===== src/rtl/filter_blur_ctrl.sv =====
// Frame-aligned bypass control and video timing monitor for the blur filter.
// Tracks frame/line geometry, reports sticky errors and exposes the sync FSM state.
module filter_blur_ctrl #(
    parameter  int LINE_SIZE_MAX   = 1024,
    parameter  int FRAME_LINES_MAX = 1024,
    parameter  int TIMEOUT         = 1 << 24,
    localparam int PIX_W           = $clog2(LINE_SIZE_MAX + 1),
    localparam int LINE_W          = $clog2(FRAME_LINES_MAX + 1)
) (
    input  logic              clk,
    input  logic              rst,
    input  logic              de_i,
    input  logic              hs_i,
    input  logic              vs_i,
    input  logic              cfg_bypass_i,
    input  logic              cfg_wr_i,
    input  logic              err_clr_i,
    output logic              bypass_o,
    output logic              cfg_pend_o,
    output logic              frame_done_o,
    output logic [15:0]       frame_cnt_o,
    output logic [PIX_W-1:0]  pix_cnt_o,
    output logic [LINE_W-1:0] line_cnt_o,
    output logic              err_ovf_o,
    output logic              err_geom_o,
    output logic              err_tmo_o,
    output logic [1:0]        state_o
);

    localparam int TMO_W = $clog2(TIMEOUT + 1);
    localparam logic [PIX_W-1:0]  PIX_MAX  = PIX_W'(LINE_SIZE_MAX);
    localparam logic [LINE_W-1:0] LINE_MAX = LINE_W'(FRAME_LINES_MAX);
    localparam logic [TMO_W-1:0]  TMO_MAX  = TMO_W'(TIMEOUT);

    typedef enum logic [1:0] {
        IDLE   = 2'd0,
        VBLANK = 2'd1,
        FRAME  = 2'd2
    } state_e;

    state_e             state_q;
    logic               vs_dly_q, de_dly_q;
    logic               shadow_q, pend_q, bypass_q, done_q;
    logic               ovf_q, geom_q, tmo_q, ref_vld_q;
    logic [15:0]        fcnt_q;
    logic [PIX_W-1:0]   pix_q, pix_out_q, ref_q;
    logic [LINE_W-1:0]  line_q, line_out_q;
    logic [TMO_W-1:0]   tmo_cnt_q;

    // Line sync carries no information the controller needs; de edges define lines.
    logic unused_hs;
    assign unused_hs = hs_i;

    logic vs_rise, vs_fall, line_end, in_frame, tmo_hit;
    logic set_ovf, set_geom, set_tmo;

    assign vs_rise  = vs_i & ~vs_dly_q;
    assign vs_fall  = ~vs_i & vs_dly_q;
    assign line_end = ~de_i & de_dly_q;
    assign in_frame = (state_q == FRAME);
    assign tmo_hit  = in_frame && (tmo_cnt_q == TMO_MAX);

    // A vs rise closes the frame, so a line end in that same cycle is dropped.
    assign set_ovf  = in_frame & ~vs_rise & ~tmo_hit & de_i & (pix_q == PIX_MAX);
    assign set_geom = in_frame & ~vs_rise & ~tmo_hit & line_end & ref_vld_q & (pix_q != ref_q);
    assign set_tmo  = ~vs_rise & tmo_hit;

    always_ff @(posedge clk or negedge rst) begin
        if (!rst) begin
            state_q    <= IDLE;
            vs_dly_q   <= 1'b0;
            de_dly_q   <= 1'b0;
            shadow_q   <= 1'b0;
            pend_q     <= 1'b0;
            bypass_q   <= 1'b0;
            done_q     <= 1'b0;
            ovf_q      <= 1'b0;
            geom_q     <= 1'b0;
            tmo_q      <= 1'b0;
            ref_vld_q  <= 1'b0;
            fcnt_q     <= '0;
            pix_q      <= '0;
            pix_out_q  <= '0;
            ref_q      <= '0;
            line_q     <= '0;
            line_out_q <= '0;
            tmo_cnt_q  <= '0;
        end else begin
            vs_dly_q <= vs_i;
            de_dly_q <= de_i;
            done_q   <= 1'b0;

            // Set beats clear when both land in the same cycle.
            ovf_q  <= set_ovf  | (ovf_q  & ~err_clr_i);
            geom_q <= set_geom | (geom_q & ~err_clr_i);
            tmo_q  <= set_tmo  | (tmo_q  & ~err_clr_i);

            if (cfg_wr_i) begin
                shadow_q <= cfg_bypass_i;
                pend_q   <= 1'b1;
            end
            // Rise applies the pre-write shadow; a coinciding write stays pending.
            if (vs_rise) begin
                bypass_q <= shadow_q;
                if (!cfg_wr_i) pend_q <= 1'b0;
            end

            case (state_q)
                IDLE: begin
                    tmo_cnt_q <= '0;
                    if (vs_rise) state_q <= VBLANK;
                end
                VBLANK: begin
                    tmo_cnt_q <= '0;
                    if (vs_fall) begin
                        state_q   <= FRAME;
                        pix_q     <= '0;
                        line_q    <= '0;
                        ref_vld_q <= 1'b0;
                    end
                end
                FRAME: begin
                    if (vs_rise) begin
                        state_q    <= VBLANK;
                        done_q     <= 1'b1;
                        fcnt_q     <= fcnt_q + 16'd1;
                        line_out_q <= line_q;
                        tmo_cnt_q  <= '0;
                    end else if (tmo_hit) begin
                        state_q   <= IDLE;
                        pix_q     <= '0;
                        line_q    <= '0;
                        tmo_cnt_q <= '0;
                    end else begin
                        tmo_cnt_q <= tmo_cnt_q + 1'b1;
                        if (line_end) begin
                            pix_out_q <= pix_q;
                            pix_q     <= '0;
                            if (line_q != LINE_MAX) line_q <= line_q + 1'b1;
                            if (!ref_vld_q) begin
                                ref_q     <= pix_q;
                                ref_vld_q <= 1'b1;
                            end
                        end else if (de_i && pix_q != PIX_MAX) begin
                            pix_q <= pix_q + 1'b1;
                        end
                    end
                end
                default: state_q <= IDLE;
            endcase
        end
    end

    assign bypass_o     = bypass_q;
    assign cfg_pend_o   = pend_q;
    assign frame_done_o = done_q;
    assign frame_cnt_o  = fcnt_q;
    assign pix_cnt_o    = pix_out_q;
    assign line_cnt_o   = line_out_q;
    assign err_ovf_o    = ovf_q;
    assign err_geom_o   = geom_q;
    assign err_tmo_o    = tmo_q;
    assign state_o      = state_q;

endmodule


===== config.mk =====
export PLATFORM = sky130hd
export DESIGN_NAME = filter_blur_ctrl
export DESIGN_NICKNAME = d
export VERILOG_FILES = /design/src/rtl/filter_blur_ctrl.sv
export SDC_FILE = /design/constraint.sdc
export NUM_CORES = 1
export LEC_CHECK = 0
export ABC_CLOCK_PERIOD_IN_PS = 3900
export BUFFER_PORTS_ARGS = -buffer_cell sky130_fd_sc_hd__buf_2
export CAP_MARGIN = 20
export CORE_MARGIN = 1.5
export CORE_UTILIZATION = 64
export DETAILED_ROUTE_END_ITERATION = 10
export PLACE_DENSITY = 0.83
export RECOVER_POWER = 25
export SYNTH_ARGS = -nofsm -noshare
export SYNTH_HDL_FRONTEND = slang
export SYNTH_SLANG_ARGS = --single-unit

===== constraint.sdc =====
create_clock -name clk -period 3.9 [get_ports clk]
set_clock_uncertainty 0.15 [all_clocks]
set_input_delay 0.585 -clock clk [delete_from_list [all_inputs] [get_ports clk]]
set_output_delay 0.585 -clock clk [all_outputs]
set_load 0.05 [all_outputs]

==> results_dict.tcl, run 1 <==
set metrics [dict create \
    outcome "finished, final reports clean" \
    synth.yosys.seq_area_share_pct 50.3 \
    synth_fp_nets 540 \
    cts.root.buffer_cell "clkbuf_8" \
    main_flop_type_after_synthesis "dfrtp_1" \
    drt_pass1_iterations 4 \
    io_pins 54 \
    power_leakage_nw 2.81 \
    numPortBuffers 52 \
    grt_first_pass_wirelength_um 17400 \
    layout.cells.non_filler 677 \
    worstPathRequired_ns 4.02 \
    pwr-share-comb_pct 28.1 \
    gr-max-usage-layer "met2" \
    synth_largest_area_cell "dfrtp_1" \
    maxSlewViolCount 0 \
    final_core_utilization_pct 72.2 \
    postSynthRegisterBits 108 \
    synthDistinctLibCells 58 \
    final.setup.worst_slack_ns 1.13 \
    worst-endpoint-arrival_ns 2.89 \
    post_cts_resize_count 0 \
    endpoint_kind "flop" \
    syn_area_per_cell_um2 10.4 \
    route.detailed.drc 0 \
    switchingPower_uw 981 \
    timing.hold.worst.class "in2reg" \
    cts.sink_count 108 \
    place_worst_setup_slack_ns 1.13 \
    internal_power_mw 1.67 \
    relSlewSlack_pct 29.6 \
    tritoncts_clock_tree "done" \
    cpLargestDelayFamily "simple AND/OR/NAND/NOR gates" \
    gr-total-overflow 0 \
    postCtsSetupBuffers 0 \
    worst_slew_pin_slew_ns 1.06 \
    floorplan.die_area_um2 8950 \
    timing.setup.tns_ns 0 \
    ys_warn_count 0 \
    antenna-diode-count 0 \
    via_per_inst 5.88 \
    maxClockFrequency_ghz 0.361 \
    chipHeight_um 94.6 \
    total_power_mw 2.65 \
    top_cells_by_area_in_the_synthesized_netlist "dfrtp_1, xnor2_1, nand2_1" \
    p_clk_share_pct 23.7 \
    globalRouteTotalUtil_pct 25.1 \
    critical_path.startpoint_type "flop" \
    rsz0062_at_grt "false" \
    crit_path_cell_trace "inv_1 > ha_1 > inv_1 > or2_2 > clkinv_1 > nand4_1 > nor2_1 > nand3_1 > xnor2_1" \
    post_synth_inst_count 519 \
    area_growth_syn_to_layout_pct 9.80 \
    synth_top_area_share_pct 50.3 \
    hold_ws_ns 0.257 \
    synth_edf_count 0 \
    row_count 33 \
    postPlaceCellArea_um2 5690 \
    synthAdderAreaFrac_pct 3.03 \
    floorplan.die.width_um 94.6 \
    post-dp-hpwl_um 7270 \
    synth_async_sr_flop_share_pct 100 \
    seqPwrFrac_pct 48.2 \
    timing.critical_path.mode_cell "inv_1" \
    use_met1_pct 34.2 \
    place_congestion 0.852 \
    first_global_vias 3707 \
    worst_ir_drop_vdd_uv 299 \
    clkTransAtPathRegs_ns 0.10 \
    synth.cells.most_frequent "dfrtp_1, nand2_1, nor2_1" \
    synth_xor_area_share_pct 7.50 \
    slowest_stage "dfrtp_1" \
    synth_compound_area_share_pct 9.06 \
    number_of_antenna_violations_at_the_first_check_in_global_routing 0 \
    synthSimpleGateAreaFrac_pct 20.2 \
    synth.mux.area_fraction_pct 6.71 \
    finalWorstPathRequiredPeriod_ns 2.77 \
    net_sw_share_pct 37.0 \
    timing_worst_setup_path_type "reg2reg" \
    combinational_family_with_the_most_area_after_synthesis "simple AND/OR/NAND/NOR gates" \
    initial_utilization_pct 65.7 \
    max_cap_violations 0 \
    cts_made_buffers 9 \
    critical_path.max_stage_delay_ns 0.46 \
    final_min_period_over_clock_period_pct 71.1 \
    cts-htree-levels 3 \
    layout-drive-gt1-share_pct 18.7 \
    avgRoutedWirePerCell_um 15.5 \
    clock_path_buffers 2 \
    global_route.usage.met3_pct 4.51 \
    detailroute.via_count 3980 \
    number_of_hold_violations_in_the_final_report 0 \
    drt-total-wl_um 10500 \
    setup_viol 0 \
    critPathMaxFanout 17 \
    critical_path.n_buffers_inverters 3 \
    placed_cells_incl_taps 658 \
    detail-route-antenna-nets 0 \
    mappedNetlistArea_um2 5370 \
    drt_first_iter_violations 150 \
    layout.cell_area.non_filler_um2 5900 \
    grt_start_max_net_pins 92 \
    nNetsFinal 588 \
    worst_skew_pair.late_latency_ns 0.37 \
    p_per_area_nw_per_um2 449 \
    grt_util_met2_pct 40.6 \
    post_cts_hold_buffer_count 0 \
    synthMostInstantiatedCell "dfrtp_1" \
    placeableCoreArea_um2 8180 \
]
==> layout by cell type (no fill, tap or decap), types with 12 or more instances in the layout <==
cell and instances:
buf_2 50, dfrtp_1 108, ha_1 13, inv_1 18
mux2_2 16, nand2_1 62, nand3_1 18, nand4_1 23
nor2_1 44, nor4_1 12, o21ai_0 21, xnor2_1 29
xor2_1 17
==> path summary, 6_finish.rpt <==
check / startpoint / cells after the start / endpoint / slack (ns)
max in group asynchronous: rst / 3 / pix_cnt_o[10] / 1.43
min reg2reg: frame_cnt_o[15] / 1 / frame_cnt_o[15] / 0.32
min: cfg_wr_i / 2 / cfg_pend_o / 0.26
min in group asynchronous: rst / 2 / pix_q[4] / 0.76
max: state_o[0] / 9 / frame_cnt_o[12] / 1.13
max reg2reg: state_o[0] / 9 / frame_cnt_o[12] / 1.13
==> sequential cells by signal, summed over array words and instances (netlist names), 2 cells and up <==
name / count
ref_q: 11
state_o: 2
tmo_cnt_q: 25
frame_cnt_o: 16
line_cnt_o: 11
pix_q: 11
line_q: 11
pix_cnt_o: 11
==> kinds of logic (layout without fill, tap and decap cells) <==
kind of cell               count (synthesis)  count (layout)
AOI/OAI and AO/OA                         70              70
xor gates and xnor gates                  46              46
adders and majority gates                 13              13
buffers and inverters                     40              93
DFF                                      108             108
muxes                                     29              29
and+or+nand+nor                          213             213
==> final cells by class <==
cell class,instances,area (um2)
flip-flops and latches,108,2700
multi-input cells,371,2500
fillers,613,2280
repair buffers,58,318
clock buffers,10,138
well taps,105,131
inverters,19,71.3
clock inverters,6,38.8
==> per-layer routing <==
metal,vias to the layer above,routed length [um]
li1,1924,-
met1,1953,4860
met2,89,5000
met3,14,433
met4,0,172
met5,-,0
==> power groups by stage <==
stage | Combinational, mW | Clock, mW | Sequential (mW)
after global placement | 0.727 | 0 | 1.29
after global routing | 0.823 | 0.690 | 1.29
after CTS | 0.747 | 0.642 | 1.28
after floorplan | 0.404 | 0 | 1.44
final | 0.746 | 0.627 | 1.28
after detailed placement | 0.744 | 0 | 1.30
Note: power is estimated with default switching activity, not from simulation.
==> run 2, diff against run 1 <==
--- a/config.mk
+++ b/config.mk
@@ -5,13 +5,13 @@
 export SDC_FILE = /design/constraint.sdc
 export NUM_CORES = 1
 export LEC_CHECK = 0
-export ABC_CLOCK_PERIOD_IN_PS = 3900
+export ABC_CLOCK_PERIOD_IN_PS = 2900
 export BUFFER_PORTS_ARGS = -buffer_cell sky130_fd_sc_hd__buf_2
 export CAP_MARGIN = 20
 export CORE_MARGIN = 1.5
-export CORE_UTILIZATION = 64
+export CORE_UTILIZATION = 59
 export DETAILED_ROUTE_END_ITERATION = 10
-export PLACE_DENSITY = 0.83
+export PLACE_DENSITY = 0.78
 export RECOVER_POWER = 25
 export SYNTH_ARGS = -nofsm -noshare
 export SYNTH_HDL_FRONTEND = slang
==> constraint.sdc (replaced) <==
create_clock -name clk -period 2.9 [get_ports clk]
set_clock_uncertainty 0.15 [all_clocks]
set_input_delay 0.435 -clock clk [delete_from_list [all_inputs] [get_ports clk]]
set_output_delay 0.435 -clock clk [all_outputs]
set_load 0.05 [all_outputs]
==> run 2 against run 1 <==
Non-clock buffer count rose by 4. Design area up 0.83%. First-iteration DRC count grew 11%. Largest cell class unchanged.
==> results_dict.tcl, run 2 (same netlist as run 1, synthesis figures left out) <==
set metrics [dict create \
    detailroute.via_count 3986 \
    critPathMaxFanout 16 \
    drt-total-wl_um 10600 \
    cts-htree-levels 3 \
    final_common_cell "dfrtp_1" \
    worst_skew_pair.late_latency_ns 0.37 \
    max_cap_violations 0 \
    tritoncts_clock_tree "done" \
    initial_utilization_pct 61.3 \
    worst_slew_pin_slew_ns 1.46 \
    final_min_period_over_clock_period_pct 90.9 \
    timing_worst_setup_path_type "reg2reg" \
    final_core_utilization_pct 67.9 \
    placeableCoreArea_um2 8760 \
    drt_pass1_iterations 4 \
    cts.root.buffer_cell "clkbuf_8" \
    critical_path.startpoint_type "flop" \
    io_pins 54 \
    timing.reg2reg.setup_slack_ns 0.26 \
    timing.hold.worst.class "in2reg" \
    outcome "finished, final reports clean" \
    clock_path_buffers 2 \
    floorplan.die.width_um 98.4 \
    hold_ws_ns 0.101 \
    cts.sink_count 108 \
    layout-drive-gt1-share_pct 19.3 \
    nNetsFinal 592 \
    antenna-diode-count 0 \
    detail-route-antenna-nets 0 \
    number_of_hold_violations_in_the_final_report 0 \
    route.detailed.drc 0 \
    relSlewSlack_pct 2.69 \
    worstPathRequired_ns 3.02 \
    avgRoutedWirePerCell_um 15.4 \
    endpoint_kind "flop" \
    worst_ir_drop_vdd_uv 372 \
    cts_made_buffers 9 \
    grt_start_max_net_pins 62 \
    timing.setup.tns_ns 0 \
    number_of_antenna_violations_at_the_first_check_in_global_routing 0 \
    clkTransAtPathRegs_ns 0.11 \
    max_ffs_per_register 25 \
    area_growth_syn_to_layout_pct 10.7 \
    maxClockFrequency_ghz 0.379 \
    finalWorstPathRequiredPeriod_ns 2.64 \
    power_leakage_nw 2.84 \
    final_cell_mix "dfrtp_1, nand2_1, buf_2, nor2_1, xnor2_1" \
    placed_cells_incl_taps 667 \
    rsz0062_at_grt "false" \
    globalRouteTotalUtil_pct 22.7 \
    grt_first_pass_wirelength_um 18100 \
    setup_viol 0 \
    via_per_inst 5.83 \
    first_global_vias 3795 \
    chipHeight_um 98.4 \
    total_power_mw 3.70 \
    drt_first_iter_violations 167 \
    p_per_area_nw_per_um2 622 \
    maxSlewViolCount 0 \
    place_congestion 0.883 \
    post-dp-hpwl_um 7480 \
    gr-total-overflow 0 \
    top_register "tmo_cnt_q" \
    layout.cells.non_filler 684 \
    worst-endpoint-arrival_ns 2.76 \
    row_count 34 \
    numPortBuffers 52 \
    postCtsSetupBuffers 0 \
    floorplan.die_area_um2 9690 \
]
## run 2: cell count changes in the layout (fill, tap and decap cells not counted)
cell | before | now
buf_4 | 2 | 9
clkinv_2 | 3 | 1
inv_8 | 0 | 2
buf_16 | 1 | 0
clkbuf_2 | 0 | 1
bufinv_16 | 0 | 1
clkinvlp_4 | 2 | 1
clkinv_4 | 0 | 1
clkbuf_8 | 10 | 9
buf_2 | 50 | 47
## run 2: area by class of cell
cell class	instances	area (um2)
sequential	108	2700
fill	715	2820
inverter	19	71.3
multi-input combinational	371	2500
clock inverter	7	82.6
clock buffer	9	124
tap	108	135
timing repair buffer	62	333
## run 2: worst max-delay path, stage by stage (launching register included)
cell,delay [ns]
dfrtp_1,0.47
inv_1,0.14
ha_1,0.38
inv_1,0.13
or2_2,0.45
clkinv_1,0.11
nand4_1,0.17
nor2_1,0.27
nand3_1,0.14
xnor2_1,0.14
## run 2: per-stage QoR
step                      setup WS (ns)  cell area, um2
after floorplan                   0.244            5370
after global placement            0.390            5740
after detailed placement          0.263            5740
after CTS                         0.245            5960
after global routing             0.0405            5950
final                             0.263            5950
## run 2: per-layer routing
metal | up-vias | wire length (um) | track usage (%)
met2 | 97 | 4850 | 35.5
met5 | - | 0 | 0
met1 | 1936 | 5100 | 33.0
met3 | 14 | 453 | 4.04
met4 | 0 | 157 | 6.61
li1 | 1939 | - | -
## run 2: report_power, final
part	total (mW)	switching [mW]	internal, mW
Sequential	1.71	0.109	1.61
Combinational	1.03	0.714	0.313
Clock	0.955	0.541	0.415
Total	3.70	1.36	2.33
## run 2: repair_timing
| item | CTS | global route |
|---|---|---|
| hold endpoints to repair | 43 | 0 |
| gates resized for setup | 0 | 0 |
| hold buffers | 1 | 0 |
## run 2: final timing paths
path / start / to / cells after the start
max: state_o[0] / frame_cnt_o[12] / 9
min: cfg_wr_i / cfg_pend_o / 2
max reg2reg: state_o[0] / frame_cnt_o[12] / 9
min reg2reg: line_cnt_o[5] / line_cnt_o[5] / 2
max in group asynchronous: rst / pix_q[10] / 3
min in group asynchronous: rst / line_cnt_o[7] / 2
==> run 3, diff against run 2 <==
--- a/config.mk
+++ b/config.mk
@@ -12,7 +12,7 @@
 export CORE_UTILIZATION = 59
 export DETAILED_ROUTE_END_ITERATION = 10
 export PLACE_DENSITY = 0.78
-export RECOVER_POWER = 25
+export RECOVER_POWER = 50
 export SYNTH_ARGS = -nofsm -noshare
 export SYNTH_HDL_FRONTEND = slang
 export SYNTH_SLANG_ARGS = --single-unit
==> run 3 against run 2 <==
Die area stayed put. Highest routed layer unchanged. Total power is 0.29% lower. Largest cell class unchanged. Via count is 0.25% lower. Setup slack better by 0.0010 ns. Final cell count stayed put.
==> results_dict.tcl, run 3 (same netlist as run 1, synthesis figures left out) <==
set metrics [dict create \
    io_pins 54 \
    final_min_period_over_clock_period_pct 90.9 \
    number_of_fillers_in_the_final_layout 744 \
    critical_path.n_buffers_inverters 3 \
    top_register "tmo_cnt_q" \
    p_clk_share_pct 26.0 \
    max_cap_violations 0 \
    cts_made_buffers 9 \
    grt_first_pass_wirelength_um 18100 \
    pwr-share-comb_pct 27.5 \
    nNetsFinal 592 \
    grt_start_max_net_pins 62 \
    initial_utilization_pct 61.3 \
    maxSlewViolCount 0 \
    critical_path.startpoint_type "flop" \
    crit_path_cell_trace "inv_1 > ha_1 > inv_1 > or2_2 > clkinv_1 > nand4_1 > nor2_1 > nand3_1 > xnor2_1" \
    cpLargestDelayFamily "simple AND/OR/NAND/NOR gates" \
    finalWorstPathRequiredPeriod_ns 2.64 \
    route.detailed.drc 0 \
    row_count 34 \
    drt_pass1_iterations 4 \
    clkTransAtPathRegs_ns 0.11 \
    chipHeight_um 98.4 \
    number_of_hold_violations_in_the_final_report 0 \
    switchingPower_mw 1.37 \
    maxClockFrequency_ghz 0.379 \
    numPortBuffers 52 \
    endpoint_kind "flop" \
    via_per_inst 5.81 \
    cts-htree-levels 3 \
    floorplan.die_area_um2 9690 \
    place_congestion 0.883 \
    post-dp-hpwl_um 7480 \
    gr-total-overflow 0 \
    globalRouteTotalUtil_pct 22.7 \
    final_cell_mix "dfrtp_1, nand2_1, clkbuf_1, nor2_1, xnor2_1" \
    clock_path_buffers 2 \
    worst_slew_pin_slew_ns 1.47 \
    total_power_mw 3.69 \
    drt-total-wl_um 10600 \
    cts.root.buffer_cell "clkbuf_8" \
    critical_path.max_stage_delay_ns 0.46 \
    timing.hold.worst.class "in2reg" \
    antenna-diode-count 0 \
    worst_ir_drop_vdd_uv 372 \
    max_ffs_per_register 25 \
    timing_worst_setup_path_type "reg2reg" \
    postPlaceCellArea_um2 5740 \
    net_sw_share_pct 37.1 \
    outcome "finished, final reports clean" \
    p_per_area_nw_per_um2 626 \
    number_of_antenna_violations_at_the_first_check_in_global_routing 0 \
    timing.critical_path.mode_cell "inv_1" \
    setup_viol 0 \
    detail-route-antenna-nets 0 \
    worst_skew_pair.late_latency_ns 0.38 \
    worst-endpoint-arrival_ns 2.76 \
    tritoncts_clock_tree "done" \
    power_leakage_nw 2.66 \
    cts.sink_count 108 \
    first_global_vias 3795 \
    post_cts_resize_count 0 \
    detailroute.via_count 3976 \
    seqPwrFrac_pct 46.6 \
    worstPathRequired_ns 3.02 \
    rsz0062_at_grt "false" \
    critPathMaxFanout 16 \
    avgRoutedWirePerCell_um 15.5 \
    drt_first_iter_violations 166 \
    placeableCoreArea_um2 8760 \
    internal_power_mw 2.32 \
    relSlewSlack_pct 2.26 \
    area_growth_syn_to_layout_pct 9.62 \
    floorplan.die.width_um 98.4 \
    layout-drive-gt1-share_pct 11.8 \
    slowest_stage "dfrtp_1" \
    layout.cell_area.non_filler_um2 5890 \
    final_common_cell "dfrtp_1" \
    timing.setup.tns_ns 0 \
]
run 3: changes by cell type in the layout (fill, tap and decap cells not counted), sizes merged:
cell	change
buf	-44
clkbuf	+44
run 3: layout make-up:
| type | count | area (um2) | area share (%) |
|---|---|---|---|
| multi-input combinational | 371 | 2500 | 42.4 |
| tap | 108 | 135 | 2.29 |
| clock inverter | 7 | 82.6 | 1.40 |
| sequential | 108 | 2700 | 45.9 |
| inverter | 19 | 71.3 | 1.21 |
| timing repair buffer | 62 | 274 | 4.65 |
| clock buffer | 9 | 124 | 2.10 |
run 3: power groups by stage:
stage | Clock [mW] | Sequential (mW) | Combinational [mW]
global route | 1.03 | 1.73 | 1.12
floorplan | 0 | 1.94 | 0.543
finish | 0.958 | 1.72 | 1.01
global placement | 0 | 1.74 | 1.00
CTS | 0.975 | 1.71 | 1.03
detailed placement | 0 | 1.74 | 1.02
run 3: layer usage:
| metal | vias up | track usage, % | part of all wire (%) |
|---|---|---|---|
| li1 | 1942 | - | - |
| met1 | 1930 | 33.0 | 48 |
| met2 | 92 | 35.5 | 46 |
| met3 | 12 | 4.04 | 4.4 |
| met4 | 0 | 6.61 | 1.3 |
| met5 | - | 0 | 0 |
run 3: worst reg2reg max path, delay by kind of cell, from the launching register on:
kind / cells / cell delay (ns)
simple gates: 4 / 1.03
flops: 1 / 0.46
fa+ha+maj: 1 / 0.38
xor+xnor: 1 / 0.14
buf+inv: 3 / 0.38
run 3: final timing paths:
| check | slack [ns] | endpoint | cells past startpoint | start |
|---|---|---|---|---|
| max | 0.26 | frame_cnt_o[12] | 9 | state_o[0] |
| min | 0.10 | cfg_pend_o | 2 | cfg_wr_i |
| max reg2reg | 0.26 | frame_cnt_o[12] | 9 | state_o[0] |
| min reg2reg | 0.33 | line_cnt_o[3] | 2 | line_cnt_o[3] |
| max in group asynchronous | 0.59 | tmo_cnt_q[1] | 3 | rst |
| min in group asynchronous | 0.78 | line_cnt_o[7] | 2 | rst |
run 3: repair_timing:
action                                 in CTS  in global routing
hold buffers                                1                  0
setup buffers                               0                  0
endpoints found under the hold margin      43                  0
run 3: per-stage QoR:
step | hold slack [ns] | setup WS [ns] | instances | utilization [%]
6_report | 0.101 | 0.264 | 684 | 67.2
5_1_grt | 0.0939 | 0.0403 | 684 | 67.2
2_1_floorplan | -0.0106 | 0.244 | 519 | -
3_3_place_gp | 0.304 | 0.390 | 667 | 65.5
4_1_cts | 0.0818 | 0.245 | 684 | 68.0
3_5_place_dp | 0.307 | 0.263 | 667 | 65.5
